===== config.mk =====
export PLATFORM = sky130hd
export DESIGN_NAME = int_ctrl
export DESIGN_NICKNAME = d
export VERILOG_FILES = /design/src/rtl/int_ctrl_pkg.sv /design/src/rtl/epc_stack.sv /design/src/rtl/int_ctrl.sv
export SDC_FILE = /design/constraint.sdc
export NUM_CORES = 1
export LEC_CHECK = 0
export ABC_AREA = 0
export ABC_CLOCK_PERIOD_IN_PS = 3700
export BUFFER_PORTS_ARGS = -buffer_cell sky130_fd_sc_hd__buf_2
export CORE_UTILIZATION = 40
export DETAILED_ROUTE_END_ITERATION = 12
export GPL_ROUTABILITY_DRIVEN = 1
export GPL_TIMING_DRIVEN = 0
export SYNTH_ARGS = -nofsm -noshare
export SYNTH_HDL_FRONTEND = slang
export SYNTH_SLANG_ARGS = --single-unit

===== constraint.sdc =====
create_clock -name clk -period 3.7 [get_ports clk]
set_input_delay 0.925 -clock clk [delete_from_list [all_inputs] [get_ports clk]]
set_output_delay 0.925 -clock clk [all_outputs]
set_load 0.005 [all_outputs]

===== src/rtl/int_ctrl_pkg.sv =====
// Shared defaults, FSM state type and the priority encoder for the interrupt controller.
package int_ctrl_pkg;

    localparam int unsigned DefNSrc      = 4;
    localparam logic [31:0] DefVecBase   = 32'h0000_0200;
    localparam logic [31:0] DefVecStride = 32'h0000_0010;
    localparam int unsigned MaxSrc       = 32;

    typedef enum logic [1:0] {
        StIdle,
        StActive,
        StFull
    } int_state_e;

    // Lowest set index among the first n bits of vec; n when none is set.
    function automatic int unsigned lowest_set(input logic [MaxSrc-1:0] vec,
                                               input int unsigned       n);
        int unsigned res;
        logic        found;
        res   = n;
        found = 1'b0;
        for (int unsigned i = 0; i < MaxSrc; i++) begin
            if (!found && (i < n) && vec[i]) begin
                res   = i;
                found = 1'b1;
            end
        end
        return res;
    endfunction

endpackage


===== src/rtl/epc_stack.sv =====
// LIFO of return addresses; top reads zero when empty.
module epc_stack #(
    parameter int unsigned Depth  = 4,
    parameter int unsigned Width  = 32,
    localparam int unsigned DepthW = $clog2(Depth + 1)
) (
    input  logic              clk,
    input  logic              rst_n,
    input  logic              push,
    input  logic              pop,
    input  logic [Width-1:0]  push_data,
    output logic [Width-1:0]  top,
    output logic [DepthW-1:0] depth
);

    localparam int unsigned IdxW = (Depth > 1) ? $clog2(Depth) : 1;

    logic [Width-1:0]  mem_q [Depth];
    logic [DepthW-1:0] depth_q;
    logic [IdxW-1:0]   push_idx;
    logic [IdxW-1:0]   top_idx;
    logic              empty;
    logic              full;

    always_comb begin
        empty    = (depth_q == '0);
        full     = (depth_q == DepthW'(Depth));
        push_idx = IdxW'(depth_q);
        top_idx  = IdxW'(depth_q - 1'b1);
        top      = empty ? '0 : mem_q[top_idx];
        depth    = depth_q;
    end

    always_ff @(posedge clk or negedge rst_n) begin
        if (!rst_n) begin
            depth_q <= '0;
            for (int i = 0; i < int'(Depth); i++) begin
                mem_q[i] <= '0;
            end
        end else if (push && !pop && !full) begin
            mem_q[push_idx] <= push_data;
            depth_q         <= depth_q + 1'b1;
        end else if (pop && !push && !empty) begin
            depth_q <= depth_q - 1'b1;
        end else if (push && pop && !empty) begin
            // Simultaneous push/pop replaces the top entry.
            mem_q[top_idx] <= push_data;
        end
    end

endmodule


===== src/rtl/int_ctrl.sv =====
// Nested, priority-ordered interrupt controller driving the fetch stage Int/Iaddr/EPC inputs.
module int_ctrl
    import int_ctrl_pkg::*;
#(
    parameter int unsigned N_SRC      = DefNSrc,
    parameter logic [31:0] VEC_BASE   = DefVecBase,
    parameter logic [31:0] VEC_STRIDE = DefVecStride
) (
    input  logic             clk,
    input  logic             rst_n,
    input  logic [N_SRC-1:0] irq_in,
    input  logic             mask_we,
    input  logic [N_SRC-1:0] mask_wdata,
    input  logic             pc_en,
    input  logic [31:0]      redirect_pc,
    input  logic             eret_in,
    output logic             int_out,
    output logic [31:0]      iaddr,
    output logic [31:0]      epc,
    output logic [N_SRC-1:0] ack,
    output logic [N_SRC-1:0] in_service,
    output logic             eret_err
);

    localparam int unsigned DepthW = $clog2(N_SRC + 1);

    int_state_e        state_q, state_d;
    logic [N_SRC-1:0]  mask_q;
    logic [N_SRC-1:0]  in_service_q, in_service_d;
    logic              eret_err_q, eret_err_d;
    logic [N_SRC-1:0]  pending, eligible, take_oh, clr_oh;
    logic [MaxSrc-1:0] is_vec, elig_vec;
    int unsigned       cur_pri, winner;
    logic              push, pop;
    logic [DepthW-1:0] depth, depth_nxt;

    always_comb begin
        pending = irq_in & mask_q & ~in_service_q;

        is_vec                = '0;
        is_vec[N_SRC-1:0]     = in_service_q;
        cur_pri               = lowest_set(is_vec, N_SRC);

        // Only strictly higher-priority sources may preempt the active handler.
        eligible = '0;
        for (int unsigned i = 0; i < N_SRC; i++) begin
            if (i < cur_pri) eligible[i] = pending[i];
        end
        elig_vec              = '0;
        elig_vec[N_SRC-1:0]   = eligible;
        winner                = lowest_set(elig_vec, N_SRC);

        int_out = pc_en && (|eligible) && !eret_in;
        iaddr   = (|eligible) ? VEC_BASE + winner * VEC_STRIDE : VEC_BASE;
        push    = int_out;
        pop     = pc_en && eret_in && (state_q != StIdle);

        take_oh = '0;
        clr_oh  = '0;
        for (int unsigned i = 0; i < N_SRC; i++) begin
            take_oh[i] = push && (i == winner);
            clr_oh[i]  = pop && (i == cur_pri);
        end
        ack = take_oh;

        in_service_d = (in_service_q | take_oh) & ~clr_oh;
        eret_err_d   = eret_err_q || (pc_en && eret_in && (state_q == StIdle));

        depth_nxt = depth + DepthW'(push) - DepthW'(pop);
        if (depth_nxt == '0) begin
            state_d = StIdle;
        end else if (depth_nxt == DepthW'(N_SRC)) begin
            state_d = StFull;
        end else begin
            state_d = StActive;
        end

        in_service = in_service_q;
        eret_err   = eret_err_q;
    end

    always_ff @(posedge clk or negedge rst_n) begin
        if (!rst_n) begin
            state_q      <= StIdle;
            mask_q       <= '0;
            in_service_q <= '0;
            eret_err_q   <= 1'b0;
        end else begin
            state_q      <= state_d;
            in_service_q <= in_service_d;
            eret_err_q   <= eret_err_d;
            if (mask_we) mask_q <= mask_wdata;
        end
    end

    epc_stack #(
        .Depth (N_SRC),
        .Width (32)
    ) u_epc_stack (
        .clk       (clk),
        .rst_n     (rst_n),
        .push      (push),
        .pop       (pop),
        .push_data (redirect_pc),
        .top       (epc),
        .depth     (depth)
    );

endmodule


Yosys cells after proc, flatten, opt, wreduce, memory -nomap -nowiden
Cells that the tools add are included.

Bits in registers: 142. Word-level logic and storage cells: 124. Input port bits: 45.

Add/sub/neg operators: 5. Reduce and logical (&&, ||, !) cells: 49. Equal/unequal tests: 9. $lt $le $gt $ge: 8. Muxes and demuxes: 36. Bitwise gates (word level): 8.

Operator list (count): 128-bit 2-to-1 mux (3); 32-bit 2-to-1 mux (9); 128-bit bitwise mux (2); 32-bit demux with 2-bit select (2); 32-bit binary-select mux with 2-bit select (1); 2-bit by 32-bit == test with 1-bit output, first input constant (2); 32-bit zero test (2); 1-bit by 32-bit less-than comparator with 1-bit output, first input constant (2); 2-bit by 32-bit less-than comparator with 1-bit output, first input constant (2); 10-bit by 32-bit adder with 32-bit output, first input constant (1); 1-bit by 32-bit == test with 1-bit output, first input constant (1); 1-bit logical AND (27); 3-bit 2-to-1 mux (7); 4-bit AND (3); 1-bit zero test (11); 1-bit 2-to-1 mux (10); 4-bit inverter (2); 2-bit by 3-bit == test with 1-bit output, first input constant (2); 3-bit == test, second input constant (2); 3-bit >= comparator, second input constant (2); 3-bit zero test (2); 3-bit by 1-bit less-than comparator with 1-bit output, second input constant (2); 2-bit inverter with 3-bit output (2); 2-bit nonzero test (3); other kinds (12) (13).

Logic depth before layout (Yosys ltp)
Gate-level depths: netlist (run 1).

Depth after elaboration: 26. Depth in mapped cells: 11.

By module
From an unflattened synthesis (run 1), not the netlist that was laid out.

Cells, all modules: 481. Area, all modules: 7229.4 um^2.

Modules (own cells, without submodules): epc_stack (cells each 393, times used 1, area an instance 6397.4 um^2); int_ctrl (cells each 88, times used 1, area an instance 832.0 um^2).

Worst setup path before layout (run 1)
Ideal clock, no wire load.

Path type: register to output. Start point: register u_epc_stack.depth_q[0] (netlist: u_epc_stack.depth[0]). End point: output port epc[18]. Cell stages (with the launch flop): 9. Path buffers: 4. Required time: 2775 ps. Arrival: 2460 ps. Setup slack: 315 ps. Cell sequence: dfrtp_1 > clkbuf_1 > buf_2 > inv_1 > ha_1 > clkbuf_1 > clkbuf_1 > mux4_2 > nor2b_1.

Cells in the longest elaborated chain, start to end: 6. Elaborated cells between the ends (all ways): 7.

Ends and longest elaborated chain: from (decl) (RTL line epc_stack.sv:19) `logic [DepthW-1:0] depth_q;`; from (signal assigned) (RTL line epc_stack.sv:42) `depth_q <= depth_q + 1'b1;`; from (signal assigned) (RTL line epc_stack.sv:44) `depth_q <= depth_q - 1'b1;`; 3-bit by 1-bit subtractor with 3-bit output (RTL line epc_stack.sv:29) `top_idx = IdxW'(depth_q - 1'b1);`; named net u_epc_stack.top_idx[0] (RTL line epc_stack.sv:21) `logic [IdxW-1:0] top_idx;`; 2-bit inverter with 3-bit output (not written as such) (RTL line epc_stack.sv:30) `top = empty ? '0 : mem_q[top_idx];`; 32-bit binary-select mux with 2-bit select (RTL line epc_stack.sv:30); 32-bit 2-to-1 mux (not written as such) (2 in a row) (RTL line epc_stack.sv:30); 32-bit 2-to-1 mux (RTL line epc_stack.sv:30); to (decl) (RTL line int_ctrl.sv:19) `output logic [31:0] epc,`.

The timed path passes the listed nets, and every way through them passes these cells. The select of a mux whose other input is x is not followed.

Worst setup path after layout (run 1)
Start point: register u_epc_stack.depth_q[0] (netlist: u_epc_stack.depth[0]). End point: output port epc[0].

The elaborated chain is that of the path after synthesis.

==> metrics.md, run 1 <==
| Metric | Value |
|---|---|
| Cell Rows | 48 |
| RSZ-0062 raised after global routing | false |
| Inserted Clock Buffers | 17 |
| Post-CTS Setup Inserts | 0 |
| Clk slew on worst S/H paths | 60 ps |
| Port Buffer Count | 88 |
| Warnings, synthesis | 0 |
| All-layer global routing usage | 17.6% |
| Vias in the first global route | 4,434 |
| Wire length per cell | 17.9 microns |
| Clock power share | 22.6% |
| Max Root-Sink Buffers | 2 |
| VDD IR-drop max | 464 uV |
| Status | completed |
| CP arrival | 2600 ps |
| DRC violations left | 0 |
| Overall Power | 7810 uW |
| Count of final setup violators | 0 |
| Leakage dissipation | 0.00443 uW |
| Setup Skew | 5.86 ps |
| Slew Limit Headroom | 57.3% |
| Top cells by area, synth | dfrtp_1, mux2_4, mux4_2, mux2_2, buf_4 |
| Worst hold stages | 1 |
| Total clock sinks | 142 |
| Power Density | 893 nW/um^2 |
| Area grow syn2layout | 21.3% |
| Worst-Margin Slew | 640 ps |
| Antenna violations before repair | 1 |
| Netlist cell types | 38 |
| Final hold violation count | 0 |
| Seq/Total Area, Yosys | 49.3% |
| Post-Place Worst Slack | -726 ps |
| Via Count | 4,126 |
| Die ar. | 18,600 sq um |
| Fin crit share | 95.3% |
| Die Wd | 136 microns |
| Io pins | 119 |
| Fmax | 284 MHz |
| Gate power share | 43.4% |
| Net Sw Frac | 29.3% |
| Crit path max fanout | 10 |
| DR iter-0 viols | 184 |
| PnR worst setup slack | 175 ps |
| Setup crit start kind | flop |
| Fill count | 1,510 |
| HP Class | flop to flop |
| R2R depth | 9 |
| Pre-Repair DR Iteration Count | 4 |
| Routed Antenna Nets | 0 |
| Synth Register Bits | 142 |
| Internal Power | 5520 uW |
| Fraction of layout cells with a size suffix above 1 | 55.1% |
| Kind of critical path | flop to output port |
| Largest net degree at the start of global routing | 77 |
| DIE HEIGHT | 136 microns |
| Initial core utilization | 41.4% |
| CTS tree | yes |
| Htree depth | 4 |
| Vias/cell | 4.91 |
| Final Routed Wirelength | 15,000 microns |
| Max cap viols | 0 |
| Min Tclk post-route | 3530 ps |
| Sw power | 2290 uW |
| GRT overflow | 0 |
| Layout Utilization | 50.2% |
| Cell count after placement | 807 |
| Syn_area_per_cell | 15.5 sq um |
| First-pass GRT wire length | 24,500 microns |
| Area leader, netlist | dfrtp_1 |
| CTS root buf | clkbuf_16 |
| CTS Hold Bufs | 0 |
| GP Congestion | 0.766 |
| Sequential power share | 34.0% |
| Layout Nets | 653 |
| Non-filler instance count after layout | 840 |
| Setup crit end kind | output port |
| Synth Cell Area | 7210 sq um |
| Data required time of the worst path | 2770 ps |
| Placed wire-length estimate | 10,300 microns |
| Yosys top cell area share | 49.3% |
| Cells after Synth | 465 |
| Slew Viols, Final | 0 |
| Clock latency on the worst-skew pair | 410 ps |
| CORE AREA | 17,400 sq um |
==> layer usage <==
metal	part of all wire, %	GRT usage [%]	wire length [microns]
met2	48	27.0	7230
met3	5.9	5.03	882
met5	0	0	0
met4	1.2	5.56	185
met1	45	24.1	6730
==> power by group through the flow <==
stage	clock network, uW	logic, uW	registers [uW]
2_1_floorplan	0	2430	2530
3_3_place_gp	0	3280	2610
3_5_place_dp	0	3340	2670
4_1_cts	1800	3440	2650
5_1_grt	1890	3670	2740
6_report	1770	3390	2650
==> cell families after synthesis <==
logic type,after synthesis,synth area share (%)
xor gates and xnor gates,3,0.365
DFF,142,49.3
adders and majority gates,8,1.49
muxes,164,35.3
AOI/OAI and AO/OA,18,1.65
other,2,0.104
buffers and inverters,61,6.01
and+or+nand+nor,67,5.76
==> state kept, by name, summed over array words and instances, names as in the netlist <==
register           cells
state_q                2
u_epc_stack.mem_q    128
in_service             4
u_epc_stack.depth      3
eret_err               1
mask_q                 4
==> layout make-up <==
class | instances | area (sq um) | share of cell area (%)
multi-input cells | 290 | 3340 | 38.2
flip-flops and latches | 142 | 3550 | 40.6
repair buffers | 89 | 474 | 5.42
clock buffers | 21 | 480 | 5.50
well taps | 225 | 282 | 3.22
clock inverters | 11 | 136 | 1.56
diodes | 2 | 5.00 | 0.0572
inverters | 6 | 22.5 | 0.258
plain buffers | 54 | 450 | 5.15
==> worst paths after layout <==
path | startpoint | endpoint | slack (ps)
max | u_epc_stack.depth[0] | epc[0] | 170
min | eret_err | eret_err | 470
max reg2reg | u_epc_stack.depth[0] | u_epc_stack.mem_q[6] | 960
min reg2reg | eret_err | eret_err | 470
max in group asynchronous | rst_n | u_epc_stack.mem_q[70] | 2380
min in group asynchronous | rst_n | u_epc_stack.mem_q[114] | 510
==> cells in the mapped netlist (all sizes together) <==
master / n
o211ai: 1
or2: 4
nor2b: 33
mux4: 32
fa: 1
nor3: 1
nor2: 10
a31o: 1
clkbuf: 8
a21o: 2
nand3: 3
conb: 2
buf: 47
or3: 1
a21oi: 5
xnor2: 3
o211a: 1
mux2: 132
and2b: 1
dfrtp: 142
ha: 7
o21ai: 6
nand2: 9
a32oi: 1
inv: 6
or3b: 1
nand4: 1
nand3b: 2
nand2b: 1
o22ai: 1
==> through the flow <==
| stage | hold slack, ps | cell area, sq um | setup TNS [ps] |
|---|---|---|---|
| 6_report | 472 | 8740 | 0 |
| 5_1_grt | 498 | 8740 | 0 |
| 4_1_cts | 478 | 8730 | 0 |
| 3_5_place_dp | 465 | 8070 | -19220 |
| 3_3_place_gp | 448 | 8030 | -44850 |
| 2_1_floorplan | 453 | 7310 | 0 |
==> cell usage in the layout, fill, tap and decap left out, types with 2 or more instances in the layout <==
master,instances
dfrtp_1,142
mux2_1,11
o21ai_0,5
nor2b_1,33
mux2_2,31
a21o_1,2
buf_4,33
nand3b_1,2
inv_1,6
nor2_1,10
or2_2,2
clkinv_2,6
clkbuf_8,7
conb_1,30
buf_6,12
xnor2_1,3
mux2_4,90
nand3_4,3
nand2_1,9
bufinv_16,3
clkbuf_16,17
a21oi_1,3
mux4_2,32
buf_2,90
a21oi_2,2
diode_2,2
clkbuf_2,3
ha_1,6
==> critical path: stages (launching register included) <==
cell and delay, ps:
dfrtp_1 400, clkbuf_4 240, buf_6 210, inv_1 150, ha_4 370, clkbuf_8 210
mux4_2 290, nor2b_1 170, buf_2 150
==> timing repair <==
action                                 in CTS  in global routing
endpoints found under the hold margin       0                  0
resized for setup                          17                  1
setup endpoints to repair                  32                 28
Note: power is estimated with default switching activity, not from simulation.
==> inputs of run 2 (changes only) <==
--- a/config.mk
+++ b/config.mk
@@ -8,10 +8,11 @@
 export ABC_AREA = 0
 export ABC_CLOCK_PERIOD_IN_PS = 3700
 export BUFFER_PORTS_ARGS = -buffer_cell sky130_fd_sc_hd__buf_2
+export CORE_ASPECT_RATIO = 2
 export CORE_UTILIZATION = 40
 export DETAILED_ROUTE_END_ITERATION = 12
 export GPL_ROUTABILITY_DRIVEN = 1
-export GPL_TIMING_DRIVEN = 0
+export SETUP_SLACK_MARGIN = 0.4
 export SYNTH_ARGS = -nofsm -noshare
 export SYNTH_HDL_FRONTEND = slang
 export SYNTH_SLANG_ARGS = --single-unit
==> run 2 against run 1 <==
  * Worst setup slack improved by 340 ps
  * Global-route usage increased by 0.49 points
  * Clock-buffer cell count decreased by 3
  * Via count decreased by 2.5%
  * Worst hold slack got worse by 12 ps
  * Critical path depth decreased by 2
  * Combinational power decreased by 1%
  * Power decreased by 0.38%
  * Register-to-register slack improved by 190 ps
  * Sequential share of layout area increased by 1.7 points
  * Die area increased by 0.17%
  * Non-clock buffer count decreased by 43
  * Largest cell class unchanged
  * Highest routed layer unchanged
==> metrics.md, run 2 (synthesis gave the netlist of run 1 again) <==
| Metric | Value |
|---|---|
| Status | completed |
| Area grow syn2layout | 16.5% |
| Fill count | 1,536 |
| Fin area | 8390 sq um |
| Vias/cell | 5.13 |
| Sequential power share | 34.4% |
| Final hold violation count | 0 |
| Cell Rows | 69 |
| Max cap viols | 0 |
| CTS tree | yes |
| Overall Power | 7780 uW |
| VDD IR-drop max | 394 uV |
| Most flop-heavy register | u_epc_stack.mem_q |
| R2r startpoint | u_epc_stack.depth[1] |
| HP Class | flop to flop |
| Slew Viols, Final | 0 |
| Clock power share | 22.7% |
| Die Wd | 96.9 microns |
| Clock latency on the worst-skew pair | 420 ps |
| Post-Place Cell Area | 7770 sq um |
| CTS Hold Bufs | 0 |
| Internal Power | 5410 uW |
| Final Routed Wirelength | 15,600 microns |
| GP Congestion | 0.718 |
| Wire length per cell | 19.9 microns |
| Sw power | 2370 uW |
| CORE AREA | 17,700 sq um |
| Layout Nets | 610 |
| Max Root-Sink Buffers | 2 |
| Commonest non-fill, non-tap cell in the layout | dfrtp_1 |
| Io pins | 119 |
| Min Hold Slack | 460 ps |
| Total clock sinks | 142 |
| Worst-Margin Slew | 610 ps |
| Count of final setup violators | 0 |
| Htree depth | 4 |
| Routed Antenna Nets | 0 |
| Post-CTS Resized | 2 |
| Worst hold stages | 1 |
| Port Buffer Count | 88 |
| DIE HEIGHT | 192 microns |
| Fmax | 314 MHz |
| Setup crit start kind | flop |
| Commonest non-fill, non-tap cells in the layout | dfrtp_1, mux2_4, buf_2 |
| Gate power share | 42.9% |
| Hold endpoint | eret_err |
| First-pass GRT wire length | 25,600 microns |
| CP max stage delay | 440 ps |
| Pre-Repair DR Iteration Count | 4 |
| Cells along the critical path | inv_1, ha_2, buf_8, mux4_2, nor2b_1, buf_2 |
| Clk slew on worst S/H paths | 60 ps |
| Power Density | 927 nW/um^2 |
| Inserted Clock Buffers | 17 |
| Layout Utilization | 47.4% |
| Setup TNS | 0 ps |
| Data required time of the worst path | 2770 ps |
| Antenna violations before repair | 1 |
| Initial core utilization | 40.7% |
| R2R setup slack | 1150 ps |
| Die ar. | 18,600 sq um |
| Number of flip-flops under the largest register name | 128 |
| DR iter-0 viols | 152 |
| Kind of critical path | flop to output port |
| Slowest CP cell | dfrtp_1 |
| Via Count | 4,022 |
| Net Sw Frac | 30.4% |
| Setup crit end kind | output port |
| DRC violations left | 0 |
| Reg-to-reg endpoint | u_epc_stack.mem_q[124] |
| Fin crit share | 86.0% |
| All-layer global routing usage | 18.1% |
| Vias in the first global route | 4,538 |
| Leakage dissipation | 0.00417 uW |
| Setup Skew | 7.74 ps |
| Largest net degree at the start of global routing | 64 |
| R2R depth | 6 |
| Post-CTS Setup Inserts | 0 |
| Hold Startpoint | eret_err |
| CTS root buf | clkbuf_16 |
| Crit path max fanout | 17 |
| Fraction of layout cells with a size suffix above 1 | 52.5% |
| GRT overflow | 0 |
| RSZ-0062 raised after global routing | false |
| Min Tclk post-route | 3180 ps |
| Placed wire-length estimate | 10,000 microns |
| CP arrival | 2260 ps |
| Slew Limit Headroom | 59.3% |
==> run 2: critical path: cells and delay by family, from the launching register on <==
kind / cells / cell delay [ps]
and+or+nand+nor: 1 / 150
adders and majority gates: 1 / 410
buffers and inverters: 3 / 490
muxes: 1 / 330
DFF: 1 / 440
==> run 2: worst max path at each step <==
stage	cells after the start	slack (ps)	to	start
5_1_grt	6	420	epc[15]	u_epc_stack.depth[1]
3_3_place_gp	7	550	ack[0]	irq_in[0]
3_5_place_dp	7	510	ack[0]	irq_in[0]
4_1_cts	4	400	epc[29]	u_epc_stack.depth[0]
2_1_floorplan	8	320	epc[18]	u_epc_stack.depth[0]
6_report	6	520	epc[13]	u_epc_stack.depth[1]
==> run 2: power by group through the flow <==
stage	Combinational (uW)	Clock [uW]	Sequential (uW)
after floorplan	2430	0	2530
after global placement	3310	0	2630
after detailed placement	3370	0	2680
after CTS	3400	1810	2670
after global routing	3630	1870	2750
final	3340	1760	2670
==> run 2: layout make-up <==
class,instances,area (sq um),area share [%]
clock inverter,14,164,1.95
tap,213,267,3.18
clock buffer,18,439,5.23
multi-input combinational,290,3330,39.7
timing repair buffer,100,611,7.27
antenna,1,2.50,0.0298
sequential,142,3550,42.4
inverter,6,22.5,0.268
==> run 2: stage by stage <==
step / worst slack [ps] / cells
floorplan: 315 / 493
global placement: 552 / 751
detailed placement: 508 / 751
CTS: 401 / 783
global route: 417 / 784
finish: 518 / 784
==> run 2: metal layers <==
metal | GRT usage (%) | up-vias | wire length (microns)
li1 | - | 1775 | -
met2 | 31.6 | 107 | 8310
met5 | 0 | - | 0
met1 | 21.8 | 2124 | 6560
met4 | 6.89 | 0 | 266
met3 | 3.89 | 16 | 454
